`src/rtl/dmem_access_ctrl_pkg.sv`:
```
// Shared types and helpers for the data-memory access controller.
// Holds the DMCtrl encoding, the FSM state type and the per-request size/legality helpers.
package dmem_pkg;

    typedef enum logic [2:0] {
        DM_B  = 3'b000,
        DM_H  = 3'b001,
        DM_W  = 3'b010,
        DM_BU = 3'b100,
        DM_HU = 3'b101
    } dmctrl_t;

    typedef enum logic [1:0] {
        ST_IDLE   = 2'd0,
        ST_ACCESS = 2'd1,
        ST_RESP   = 2'd2
    } dmem_state_t;

    function automatic logic [2:0] access_bytes(input dmctrl_t c);
        case (c)
            DM_H, DM_HU: return 3'd2;
            DM_W:        return 3'd4;
            default:     return 3'd1;
        endcase
    endfunction

    function automatic logic ctrl_legal(input logic [2:0] c);
        case (c)
            3'b000, 3'b001, 3'b010, 3'b100, 3'b101: return 1'b1;
            default:                                return 1'b0;
        endcase
    endfunction

endpackage

```
`src/rtl/dmem_access_ctrl_rr_arb2.sv`:
```
// Two-input round-robin arbiter; on a conflict the port not granted last time wins.
// last_grant resets to 1 so port 0 wins the first conflict.
module rr_arb2 (
    input  logic       clk,
    input  logic       rst,
    input  logic [1:0] req,
    input  logic       enable,
    output logic [1:0] gnt
);

    logic last_grant_q;
    logic last_grant_d;

    always_comb begin
        gnt          = 2'b00;
        last_grant_d = last_grant_q;
        if (enable) begin
            case (req)
                2'b01:   gnt = 2'b01;
                2'b10:   gnt = 2'b10;
                2'b11:   gnt = last_grant_q ? 2'b01 : 2'b10;
                default: gnt = 2'b00;
            endcase
            if (gnt[0]) begin
                last_grant_d = 1'b0;
            end else if (gnt[1]) begin
                last_grant_d = 1'b1;
            end
        end
    end

    always_ff @(posedge clk) begin
        if (rst) begin
            last_grant_q <= 1'b1;
        end else begin
            last_grant_q <= last_grant_d;
        end
    end

endmodule

```
`src/rtl/dmem_access_ctrl.sv`:
```
// Two-port grant/access/response controller in front of the RV32I data memory.
// Optional macro DMEM_ACCESS_ALIGN_CHECK_EN adds misaligned half/word rejection to the bad check.
module dmem_access_ctrl
    import dmem_pkg::*;
#(
    parameter int MEM_SIZE = 1024
) (
    input  logic        clk,
    input  logic        rst,
    input  logic [1:0]  req_i,
    input  logic [31:0] addr_i  [2],
    input  logic [31:0] wdata_i [2],
    input  logic [1:0]  wr_i,
    input  logic [2:0]  ctrl_i  [2],
    output logic [1:0]  gnt_o,
    output logic [1:0]  rvalid_o,
    output logic [31:0] rdata_o,
    output logic        err_o,
    output logic [31:0] mem_addr_o,
    output logic [31:0] mem_wdata_o,
    output logic        mem_wr_o,
    output logic [2:0]  mem_ctrl_o,
    input  logic [31:0] mem_rdata_i
);

    localparam logic [32:0] MEM_LIMIT = 33'(MEM_SIZE);

    dmem_state_t state_q, state_d;
    logic        port_q,  port_d;
    logic [31:0] addr_q,  addr_d;
    logic [31:0] wdata_q, wdata_d;
    logic        wr_q,    wr_d;
    logic [2:0]  ctrl_q,  ctrl_d;
    logic        bad_q,   bad_d;
    logic [31:0] rdata_q, rdata_d;

    logic        arb_en;
    logic [1:0]  gnt;
    logic        sel;
    logic [31:0] sel_addr;
    logic [2:0]  sel_ctrl;
    logic [32:0] last_byte;
    logic        misalign;
    logic        sel_bad;

    assign arb_en = (state_q == ST_IDLE) && !rst;

    rr_arb2 u_arb (
        .clk    (clk),
        .rst    (rst),
        .req    (req_i),
        .enable (arb_en),
        .gnt    (gnt)
    );

    // Validation of the request that would be granted this cycle; the sum is 33 bits so it cannot wrap.
    always_comb begin
        sel       = gnt[1];
        sel_addr  = addr_i[sel];
        sel_ctrl  = ctrl_i[sel];
        last_byte = {1'b0, sel_addr} + {30'd0, access_bytes(dmctrl_t'(sel_ctrl))} - 33'd1;
`ifdef DMEM_ACCESS_ALIGN_CHECK_EN
        misalign  = (((sel_ctrl == DM_H) || (sel_ctrl == DM_HU)) && sel_addr[0]) ||
                    ((sel_ctrl == DM_W) && (sel_addr[1:0] != 2'b00));
`else
        misalign  = 1'b0;
`endif
        sel_bad   = !ctrl_legal(sel_ctrl) ||
                    (wr_i[sel] && ((sel_ctrl == DM_BU) || (sel_ctrl == DM_HU))) ||
                    (last_byte >= MEM_LIMIT) ||
                    misalign;
    end

    always_comb begin
        state_d = state_q;
        port_d  = port_q;
        addr_d  = addr_q;
        wdata_d = wdata_q;
        wr_d    = wr_q;
        ctrl_d  = ctrl_q;
        bad_d   = bad_q;
        rdata_d = rdata_q;
        case (state_q)
            ST_IDLE: begin
                if (|gnt) begin
                    state_d = ST_ACCESS;
                    port_d  = sel;
                    addr_d  = sel_addr;
                    wdata_d = wdata_i[sel];
                    wr_d    = wr_i[sel];
                    ctrl_d  = sel_ctrl;
                    bad_d   = sel_bad;
                end
            end
            ST_ACCESS: begin
                state_d = ST_RESP;
                rdata_d = (bad_q || wr_q) ? 32'd0 : mem_rdata_i;
            end
            ST_RESP: state_d = ST_IDLE;
            default: state_d = ST_IDLE;
        endcase
    end

    always_ff @(posedge clk) begin
        if (rst) begin
            state_q <= ST_IDLE;
            port_q  <= 1'b0;
            addr_q  <= 32'd0;
            wdata_q <= 32'd0;
            wr_q    <= 1'b0;
            ctrl_q  <= 3'b000;
            bad_q   <= 1'b0;
            rdata_q <= 32'd0;
        end else begin
            state_q <= state_d;
            port_q  <= port_d;
            addr_q  <= addr_d;
            wdata_q <= wdata_d;
            wr_q    <= wr_d;
            ctrl_q  <= ctrl_d;
            bad_q   <= bad_d;
            rdata_q <= rdata_d;
        end
    end

    // Memory port is only driven during ACCESS; reset kills an in-flight store immediately.
    always_comb begin
        gnt_o       = gnt;
        rdata_o     = rdata_q;
        mem_addr_o  = 32'd0;
        mem_wdata_o = 32'd0;
        mem_ctrl_o  = 3'b000;
        mem_wr_o    = 1'b0;
        rvalid_o    = 2'b00;
        err_o       = 1'b0;
        if (state_q == ST_ACCESS) begin
            mem_addr_o  = addr_q;
            mem_wdata_o = wdata_q;
            mem_ctrl_o  = ctrl_q;
            mem_wr_o    = wr_q && !bad_q && !rst;
        end
        if ((state_q == ST_RESP) && !rst) begin
            rvalid_o = port_q ? 2'b10 : 2'b01;
            err_o    = bad_q;
        end
    end

endmodule

```
`config.mk`:
```
export PLATFORM = sky130hd
export DESIGN_NAME = dmem_access_ctrl
export DESIGN_NICKNAME = d
export VERILOG_FILES = /design/src/rtl/dmem_access_ctrl_pkg.sv /design/src/rtl/dmem_access_ctrl_rr_arb2.sv /design/src/rtl/dmem_access_ctrl.sv
export SDC_FILE = /design/constraint.sdc
export NUM_CORES = 1
export LEC_CHECK = 0
export BUFFER_PORTS_ARGS = -buffer_cell sky130_fd_sc_hd__buf_2
export CORE_ASPECT_RATIO = 0.5
export CORE_MARGIN = 4
export CORE_UTILIZATION = 25
export CTS_CLUSTER_SIZE = 30
export DETAILED_ROUTE_END_ITERATION = 10
export HOLD_SLACK_MARGIN = 0.15
export MAX_ROUTING_LAYER = met4
export PLACE_DENSITY_LB_ADDON = 0.05
export SYNTH_ARGS = -nofsm -noshare
export SYNTH_HDL_FRONTEND = slang
export SYNTH_SLANG_ARGS = --single-unit
```
`constraint.sdc`:
```
create_clock -name clk -period 6 [get_ports clk]
set_input_delay 0.3 -clock clk [delete_from_list [all_inputs] [get_ports clk]]
set_output_delay 0.3 -clock clk [all_outputs]
set_load 0.02 [all_outputs]
```
==> results.json, run 1 <==
{
  "crit_type": "reg -> reg",
  "post_cts_resized": 0,
  "grt_use_total_pct": 17.5,
  "hold_path_class": "in -> reg",
  "clkSlewWorstSetupHoldPaths_ns": 0.08,
  "drv_cap": 0,
  "cts_tree": "built",
  "cp.required_ns": 6.26,
  "critPathArrivalTime_ns": 5.04,
  "port_buffers": 276,
  "post-route-util_pct": 34.5,
  "syn_avg_cell_area_um2": 7.64,
  "hold_viol": 0,
  "cts-root-buf": "clkbuf_16",
  "drv_slew": 0,
  "dp_hpwl_mm": 19.3,
  "drt_iter0_markers": 451,
  "clock_skew_ns": 0.00838,
  "grt_overflow": 0,
  "rsz0062_at_grt": "no",
  "area_delta_synth_final_pct": 33.2,
  "cp-start-kind": "register",
  "core_mm2": 0.0257,
  "synth_edf_count": 0,
  "final.min_clock_period_ns": 4.78,
  "fin_nets": 1332,
  "tightest_slew_ns": 1.06,
  "die_w_um": 239,
  "cp_max_fo": 19,
  "synth_top_flop_cell": "dfxtp_1",
  "tns_ns": 0,
  "rrSetupSlack_ns": 1.22,
  "p_leak_nw": 4.28,
  "layout.cells.most_common_list": "275 x buf_2, 120 x nor2_1, 105 x dfxtp_1",
  "maxSlewHeadroom_pct": 29.4,
  "num_rows": 41,
  "finalSetupViolCount": 0,
  "startpoint": "state_q[1]",
  "syn_inst": 870,
  "drc": 0,
  "synth-async-reset-ratio_pct": 0,
  "ys_seq_area_share_pct": 31.6,
  "dr_total_vias": 7108,
  "dpl_cell_area_mm2": 0.00831,
  "reg2reg_depth": 17,
  "max_freq_ghz": 0.209,
  "vdd_drop_max_mv": 0.147,
  "crit_path_end": "bad_q",
  "gp_congestion": 0.904,
  "drt_first_pass_iters": 5,
  "cts_setup_buffers": 0,
  "wl_per_cell_um": 17.4,
  "layout_commonest_cell": "buf_2",
  "fin_crit_sh_pct": 79.7,
  "vias_per_cell": 4.81,
  "status": "complete, no violations",
  "dieArea_mm2": 0.0294,
  "ant_nets": 0,
  "drive_gt1_share_pct": 27.8,
  "grt_max_degree": 108,
  "synth_area_mm2": 0.00665,
  "cts_inserted_buffers": 9,
  "power.density_mw_per_mm2": 238,
  "endpoint_kind": "register",
  "dp.cells": 1435,
  "die_height_um": 123,
  "design_area_mm2": 0.00886,
  "hold_slack_ns": 0.165,
  "syn-num-nets": 1077,
  "drt_wl_total_mm": 25.6,
  "initial_core_util_pct": 25.9,
  "synth.distinct_cells": 64,
  "ys_warn_count": 0,
  "clockBufferDepth": 2,
  "finalNonFillerCells": 1477,
  "ios": 277,
  "cts.sinks": 105,
  "r2r_start": "state_q[1]",
  "grt_pass1_vias": 7170,
  "clk_latency_ns": 0.38,
  "hold_buffers": 23,
  "grt_pass1_wl_mm": 39.5,
  "htreeDepth": 3,
  "ys_ff_latch": 105,
  "grt_antenna_before_repair": 2,
  "r2r-end": "bad_q"
}
-- state kept, by name, summed over array words and instances, names as in the netlist --
name,count
port_q,1
u_arb.last_grant_q,1
wdata_q,32
bad_q,1
ctrl_q,3
state_q,2
wr_q,1
rdata_o,32
addr_q,32
-- cells in the mapped netlist, types with 3 or more instances --
library cell    n  area (um2)
nor2_1        120         450
inv_1          44         165
clkbuf_1       52         195
o22ai_1         3        18.8
o21ai_1         3        15.0
a21o_1          4        30.0
ha_1           34         425
o2111ai_1       6        52.6
and2_1         71         444
buf_1          10        37.5
and3_1          6        37.5
nand4_1         8        50.1
mux2i_1        33         330
or2_2           4        25.0
nand3_1        15        75.1
dfxtp_1       105        2100
nor3_1          8        40.0
nor2b_1         4        25.0
nand2_1       100         375
a22oi_1        33         248
o32a_1          3        30.0
nand2b_1        3        18.8
o21ai_0        23         115
a211oi_1       37         278
a311oi_1       35         307
nor4_1          7        43.8
o21a_1         13        97.6
a21oi_1        38         190
-- how the worst min path moves through the flow --
stage                                   from                  to  slack [ns]  cells after the start
after floorplan                    ctrl_q[0]           ctrl_q[0]        0.43                      2
after global placement             ctrl_q[0]           ctrl_q[0]        0.45                      2
after detailed placement  u_arb.last_grant_q  u_arb.last_grant_q        0.46                      1
after CTS                    mem_rdata_i[11]         rdata_o[11]        0.15                      3
after global routing             wdata_i[21]         wdata_q[21]        0.16                      3
final                        mem_rdata_i[20]         rdata_o[20]        0.16                      3
-- final cells by class --
| type | instances | area (um2) |
|---|---|---|
| Inverter | 46 | 175 |
| Fill cell | 2836 | 16800 |
| Antenna cell | 3 | 7.51 |
| Clock inverter | 6 | 86.3 |
| Timing Repair Buffer | 307 | 1670 |
| Sequential cell | 105 | 2100 |
| Tap cell | 344 | 430 |
| Multi-Input combinational cell | 656 | 4160 |
| Clock buffer | 10 | 229 |
-- metal layers --
metal | up-vias | share of wire, % | track usage [%]
met5 | - | 0 | -
met3 | 19 | 4.4 | 4.10
li1 | 3614 | - | -
met4 | 0 | 1.1 | 3.30
met1 | 3356 | 45 | 21.6
met2 | 119 | 49 | 29.8
-- cell families (layout without fill, tap and decap cells) --
| family | after synthesis | after routing | synth area share [%] |
|---|---|---|---|
| other | 0 | 3 | 0 |
| XOR/XNOR | 3 | 3 | 0.395 |
| adder cells (fa/ha/maj) | 35 | 35 | 6.70 |
| multiplexers | 36 | 36 | 5.53 |
| AND/OR/NAND/NOR | 357 | 357 | 25.3 |
| AO/OA/AOI/OAI | 225 | 225 | 24.3 |
| flip-flops | 105 | 105 | 31.6 |
| buffers and inverters | 109 | 369 | 6.17 |
-- worst max-delay path, cell delays in order (launching register included) --
cell and delay (ns):
dfxtp_1 0.39, nor3_4 0.28, nand2_4 0.26, nor3_1 0.23, a21oi_1 0.05, or2_2 0.31
ha_1 0.35, inv_1 0.06, ha_1 0.28, a211oi_1 0.28, o21ai_0 0.19, a41oi_1 0.56
o21a_1 0.24, o2111ai_1 0.11, a2111o_1 0.36, nor4_1 0.30, nor4bb_1 0.33, nor3_1 0.07
-- report_power, final --
| group | internal (mW) | total, mW | switching, mW |
|---|---|---|---|
| Sequential | 0.754 | 0.780 | 0.0264 |
| Clock | 0.335 | 0.657 | 0.322 |
| Combinational | 0.263 | 0.675 | 0.412 |
| Total | 1.35 | 2.11 | 0.760 |
-- stage by stage --
| stage | total power [mW] | setup WS [ns] |
|---|---|---|
| after floorplan | 1.24 | 1.83 |
| after global placement | 1.47 | 1.07 |
| final | 2.11 | 1.22 |
| after global routing | 2.25 | 0.848 |
| after detailed placement | 1.46 | 0.968 |
| after CTS | 2.15 | 1.15 |
Note: power is estimated with default switching activity, not from simulation.
==> run 2: changes to the inputs <==
- ABC_AREA: unset -> 1
- clock period: 6 -> 4.6 ns (I/O delays scaled with it)
==> results.json, run 2 <==
{
  "status": "complete, no violations",
  "finalSetupViolCount": 0,
  "core_mm2": 0.0296,
  "wl_met2_mm": 14.3,
  "post_cts_resized": 0,
  "maxSlewHeadroom_pct": 18.6,
  "drt_iter0_markers": 671,
  "crit_slowest_cell": "inv_2",
  "r2r-end": "bad_q",
  "gp_congestion": 0.874,
  "crit_buf_inv": 5,
  "syn_avg_cell_area_um2": 5.92,
  "synth_area_leader_cell": "dfxtp_1",
  "ant_nets": 0,
  "power.density_mw_per_mm2": 287,
  "synth.distinct_cells": 43,
  "power_frac_seq_pct": 34.2,
  "ys_seq_area_share_pct": 27.5,
  "die_height_um": 132,
  "muxShareOfSynthArea_pct": 0.262,
  "m1WireLength_mm": 14.6,
  "drv_slew": 0,
  "layout_commonest_cell": "nand2_1",
  "cts_tree": "built",
  "critPathMostFrequentCell": "nand2_1",
  "crit_type": "reg -> reg",
  "cpLargestDelayFamily": "simple AND/OR/NAND/NOR gates",
  "clk_latency_ns": 0.36,
  "synth_common_cells": "361 x nand2_1, 251 x inv_1, 129 x nor2_1",
  "design_area_mm2": 0.0103,
  "tightest_slew_ns": 1.22,
  "syn_inst": 1291,
  "dp_hpwl_mm": 24.2,
  "cp.required_ns": 4.84,
  "fin_crit_sh_pct": 89.8,
  "drv_cap": 0,
  "power.share.combinational_pct": 38.7,
  "cts.sinks": 105,
  "cp-start-kind": "register",
  "dr_wl_met3_mm": 1.21,
  "dr_total_vias": 8833,
  "p_int_mw": 1.78,
  "p_leak_nw": 5.64,
  "num_rows": 44,
  "synth_fa_ha_area_share_pct": 5.83,
  "htreeDepth": 3,
  "vias_per_cell": 4.44,
  "hold_viol": 0,
  "cts_inserted_buffers": 9,
  "synthSimpleGateAreaFrac_pct": 32.7,
  "cp_slowest_stage_delay_ns": 0.46,
  "drc": 0,
  "r2r_start": "state_q[0]",
  "grt_max_degree": 100,
  "clockBufferDepth": 2,
  "rsz0062_at_grt": "no",
  "synth-async-reset-ratio_pct": 0,
  "hp-start": "wdata_i[7]",
  "clock_skew_ns": 0.00799,
  "max_freq_ghz": 0.242,
  "holdPathEnd": "wdata_q[7]",
  "drt_first_pass_iters": 5,
  "syn-num-nets": 1498,
  "endpoint_kind": "register",
  "yosys-top-cells-area": "dfxtp_1 28%, nand2_1 18%, inv_1 12%",
  "area_delta_synth_final_pct": 34.5,
  "cp_max_fo": 33,
  "grt_antenna_before_repair": 0,
  "port_buffers": 276,
  "route.top_layer_used": "met4",
  "final.min_clock_period_ns": 4.13,
  "synth_top_family_by_area": "simple AND/OR/NAND/NOR gates",
  "grt_pass1_wl_mm": 46.6,
  "dieArea_mm2": 0.0336,
  "synth_edf_count": 0,
  "reg2reg_depth": 25,
  "whs_path_depth": 3,
  "ys_warn_count": 0,
  "synth_xor_area_share_pct": 0.344,
  "synth_compound_area_share_pct": 17.0,
  "drt_wl_total_mm": 30.6,
  "synth_top_flop_cell": "dfxtp_1",
  "drive_gt1_share_pct": 22.2,
  "cts-root-buf": "clkbuf_16",
  "ys_ff_latch": 105,
  "die_w_um": 255,
  "cts_setup_buffers": 0,
  "ios": 277,
  "clkSlewWorstSetupHoldPaths_ns": 0.08,
  "wl_per_cell_um": 15.4,
  "critPathArrivalTime_ns": 4.37,
  "tns_ns": 0,
  "vdd_drop_max_mv": 0.152,
  "p_sw_mw": 1.17,
  "rrSetupSlack_ns": 0.47,
  "initial_core_util_pct": 25.8,
  "synth_area_mm2": 0.00764,
  "grt_pass1_vias": 8325,
  "grt_overflow": 0,
  "swShare_pct": 39.6,
  "hold_path_class": "in -> reg",
  "yosysMostFrequentCell": "nand2_1",
  "dpl_cell_area_mm2": 0.00935,
  "layout.cells.most_common_list": "361 x nand2_1, 275 x buf_2, 251 x inv_1",
  "clockPowerShare_pct": 27.2,
  "antennaDiodeCount": 0,
  "fin_nets": 1802,
  "yosysTopAreaCellShare_pct": 27.5,
  "grt_use_total_pct": 17.9
}
[run 2: cell count changes in the layout (fill, tap and decap cells not counted), sizes merged, moves of 33 or more]
| cell | delta |
|---|---|
| a311oi | -35 |
| dlygate4sd3 | +39 |
| o21ai | +40 |
| inv | +225 |
| and2 | -69 |
| nand3 | +33 |
| a22oi | -33 |
| a21oi | +76 |
| nand2 | +261 |
| a211oi | -37 |
[run 2: per-layer routing]
| layer | track usage, % | vias to the layer above |
|---|---|---|
| li1 | - | 4621 |
| met1 | 23.8 | 3986 |
| met2 | 29.3 | 194 |
| met3 | 2.25 | 32 |
| met4 | 3.93 | 0 |
| met5 | - | - |
[run 2: worst max path at each step]
stage | end | slack (ns) | depth (start not counted) | startpoint
after global placement | bad_q | 0.67 | 24 | state_q[0]
after global routing | bad_q | 0.13 | 25 | state_q[0]
final | bad_q | 0.47 | 25 | state_q[0]
after floorplan | bad_q | 1.37 | 24 | state_q[0]
after detailed placement | bad_q | 0.54 | 25 | state_q[0]
after CTS | bad_q | 0.52 | 25 | state_q[0]
[run 2: cell families after synthesis]
kind of cell    after synthesis
fa+ha+maj                    35
buf+inv                     321
flops                       105
xor+xnor                      3
compound gates              226
simple gates                599
mux                           2
[run 2: final cells by class]
| cell class | instances | area, um2 |
|---|---|---|
| Clock buffer | 9 | 225 |
| Clock inverter | 7 | 78.8 |
| Fill cell | 3340 | 19300 |
| Inverter | 269 | 1010 |
| Multi-Input combinational cell | 865 | 4310 |
| Sequential cell | 105 | 2100 |
| Tap cell | 391 | 489 |
| Timing Repair Buffer | 345 | 2060 |
[run 2: tightest hold or removal path, stage by stage]
cell and delay, ns:
buf_2 0.11, nand2_1 0.06, a221oi_1 0.07
[run 2: power by group through the flow]
stage / clock network (mW) / logic [mW] / registers (mW)
floorplan: 0 / 0.724 / 1.04
global placement: 0 / 1.10 / 1.03
detailed placement: 0 / 1.10 / 1.03
CTS: 0.842 / 1.15 / 1.01
global route: 0.877 / 1.29 / 1.02
finish: 0.801 / 1.14 / 1.01
[run 2: stage by stage]
| stage | setup slack (ns) | util [%] | hold WS, ns | power, mW | instances |
|---|---|---|---|---|---|
| 2_1_floorplan | 1.37 | - | 0.373 | 1.77 | 1291 |
| 6_report | 0.468 | 34.8 | 0.168 | 2.95 | 1991 |
| 3_5_place_dp | 0.541 | 31.6 | 0.453 | 2.13 | 1913 |
| 4_1_cts | 0.519 | 34.8 | 0.155 | 3.00 | 1991 |
| 3_3_place_gp | 0.671 | 31.6 | 0.449 | 2.13 | 1913 |
| 5_1_grt | 0.126 | 34.8 | 0.162 | 3.18 | 1991 |
[run 2: timing repair]
action | in CTS | in global routing
hold endpoints to repair | 62 | 0
hold buffers | 62 | 0
setup endpoints to repair | 0 | 0
==> run 3: changes to the inputs <==
- PLACE_DENSITY_LB_ADDON: 0.05 -> unset
- RECOVER_POWER: unset -> 50
- clock period: 4.6 -> 4.5 ns (I/O delays scaled with it)
==> results.json, run 3 (same netlist as run 2, synthesis figures left out) <==
{
  "hold_slack_ns": 0.198,
  "num_rows": 44,
  "design_area_mm2": 0.0102,
  "grt_pass1_vias": 8376,
  "port_buffers": 276,
  "max_freq_ghz": 0.247,
  "route.top_layer_used": "met4",
  "grt_antenna_before_repair": 4,
  "layout_commonest_cell": "nand2_1",
  "tightest_slew_ns": 2.50,
  "p_int_mw": 1.90,
  "cts-root-buf": "clkbuf_16",
  "dp.cells": 1915,
  "die_w_um": 255,
  "drive_gt1_share_pct": 17.2,
  "tns_ns": 0,
  "crit_slowest_cell": "o21ai_0",
  "cp.required_ns": 4.28,
  "endpoint_kind": "output pin",
  "dp_hpwl_mm": 22.2,
  "dr_total_vias": 8961,
  "gp_congestion": 0.931,
  "critPathMostFrequentCell": "buf_2",
  "drv_slew": 112,
  "violations": "capacitance limit, slew limit",
  "area_delta_synth_final_pct": 33.4,
  "htreeDepth": 3,
  "cts_tree": "built",
  "dr_wl_met3_mm": 1.03,
  "clockBufferDepth": 2,
  "rsz0062_at_grt": "no",
  "drt_iter0_markers": 637,
  "grt_use_total_pct": 16.9,
  "grt_max_degree": 100,
  "initial_core_util_pct": 25.8,
  "dieArea_mm2": 0.0336,
  "num-fill-cells": 3289,
  "clockPowerShare_pct": 29.0,
  "setup_ws_ns": 0.458,
  "vdd_drop_max_mv": 0.195,
  "dp_slack_ns": 0.561,
  "grt_overflow": 0,
  "p_leak_nw": 5.31,
  "clkSlewWorstSetupHoldPaths_ns": 0.08,
  "drc": 0,
  "p_sw_mw": 1.14,
  "clock_skew_ns": 0.0106,
  "ant_nets": 0,
  "critPathArrivalTime_ns": 3.82,
  "maxSlewHeadroom_pct": -66.9,
  "crit_type": "in -> out",
  "vias_per_cell": 4.49,
  "hold_viol": 0,
  "drt_first_pass_iters": 5,
  "grt_pass1_wl_mm": 44.5,
  "finalNonFillerCells": 1996,
  "power_frac_seq_pct": 33.9,
  "drt_wl_total_mm": 28.5,
  "crit_buf_inv": 3,
  "cpLargestDelayFamily": "compound AO/OA/AOI/OAI gates",
  "finalSetupViolCount": 0,
  "wl_per_cell_um": 14.3,
  "cp-start-kind": "input port",
  "fin_crit_sh_pct": 89.8,
  "ios": 277,
  "die_height_um": 132,
  "hold_path_class": "in -> reg",
  "power_mw": 3.04,
  "fin_nets": 1804,
  "dpl_cell_area_mm2": 0.00936,
  "m1WireLength_mm": 12.7,
  "path_cells": "buf_2, o21ai_0, clkbuf_2, nor2_1, buf_2",
  "cts_inserted_buffers": 9,
  "power.share.combinational_pct": 37.1,
  "status": "complete, but fails checks",
  "wl_met2_mm": 14.0,
  "cp_slowest_stage_delay_ns": 1.71,
  "core_mm2": 0.0296,
  "layout.cells.most_common_list": "361 x nand2_1, 251 x inv_1, 198 x buf_2",
  "post_cts_resized": 0,
  "final.min_clock_period_ns": 4.04,
  "swShare_pct": 37.5,
  "clk_latency_ns": 0.36,
  "power.density_mw_per_mm2": 298,
  "post-route-util_pct": 34.5,
  "cts.sinks": 105,
  "drv_cap": 4,
  "cp_max_fo": 77
}
## run 3: repair_timing
| item | in CTS | in global routing |
|---|---|---|
| hold buffers | 62 | 0 |
| buffers inserted | 0 | 0 |
| endpoints found under the hold margin | 62 | 0 |
## run 3: layout make-up
class	count	area [um2]	share of cell area [%]
multi-input combinational	865	4300	42.2
sequential	105	2100	20.6
timing repair buffer	347	1970	19.3
inverter	269	1010	9.92
tap	391	489	4.80
clock buffer	9	225	2.21
clock inverter	6	90.1	0.884
antenna	4	10.0	0.0982
## run 3: final timing paths
path | slack [ns] | start | endpoint | cells past startpoint
min | 0.20 | mem_rdata_i[29] | rdata_o[29] | 3
max | 0.46 | req_i[1] | gnt_o[0] | 5
min reg2reg | 0.47 | rdata_o[22] | rdata_o[22] | 2
max reg2reg | 0.61 | state_q[1] | bad_q | 24
## run 3: power by group through the flow
stage	logic [mW]	registers (mW)	clock network (mW)
global route	1.28	1.04	0.953
detailed placement	1.09	1.05	0
finish	1.13	1.03	0.882
global placement	1.09	1.05	0
CTS	1.13	1.03	0.921
floorplan	0.740	1.07	0
## run 3: worst min-delay path: cells and delay by family
kind                   cells  cell delay (ns)
AO/OA/AOI/OAI              1             0.07
buffers and inverters      1             0.10
AND/OR/NAND/NOR            1             0.12
## run 3: routing by layer
metal / vias to the layer above / GRT usage, %
met5: - / -
met4: 0 / 6.42
met3: 54 / 2.05
met2: 208 / 28.2
met1: 4078 / 20.9
li1: 4621 / -
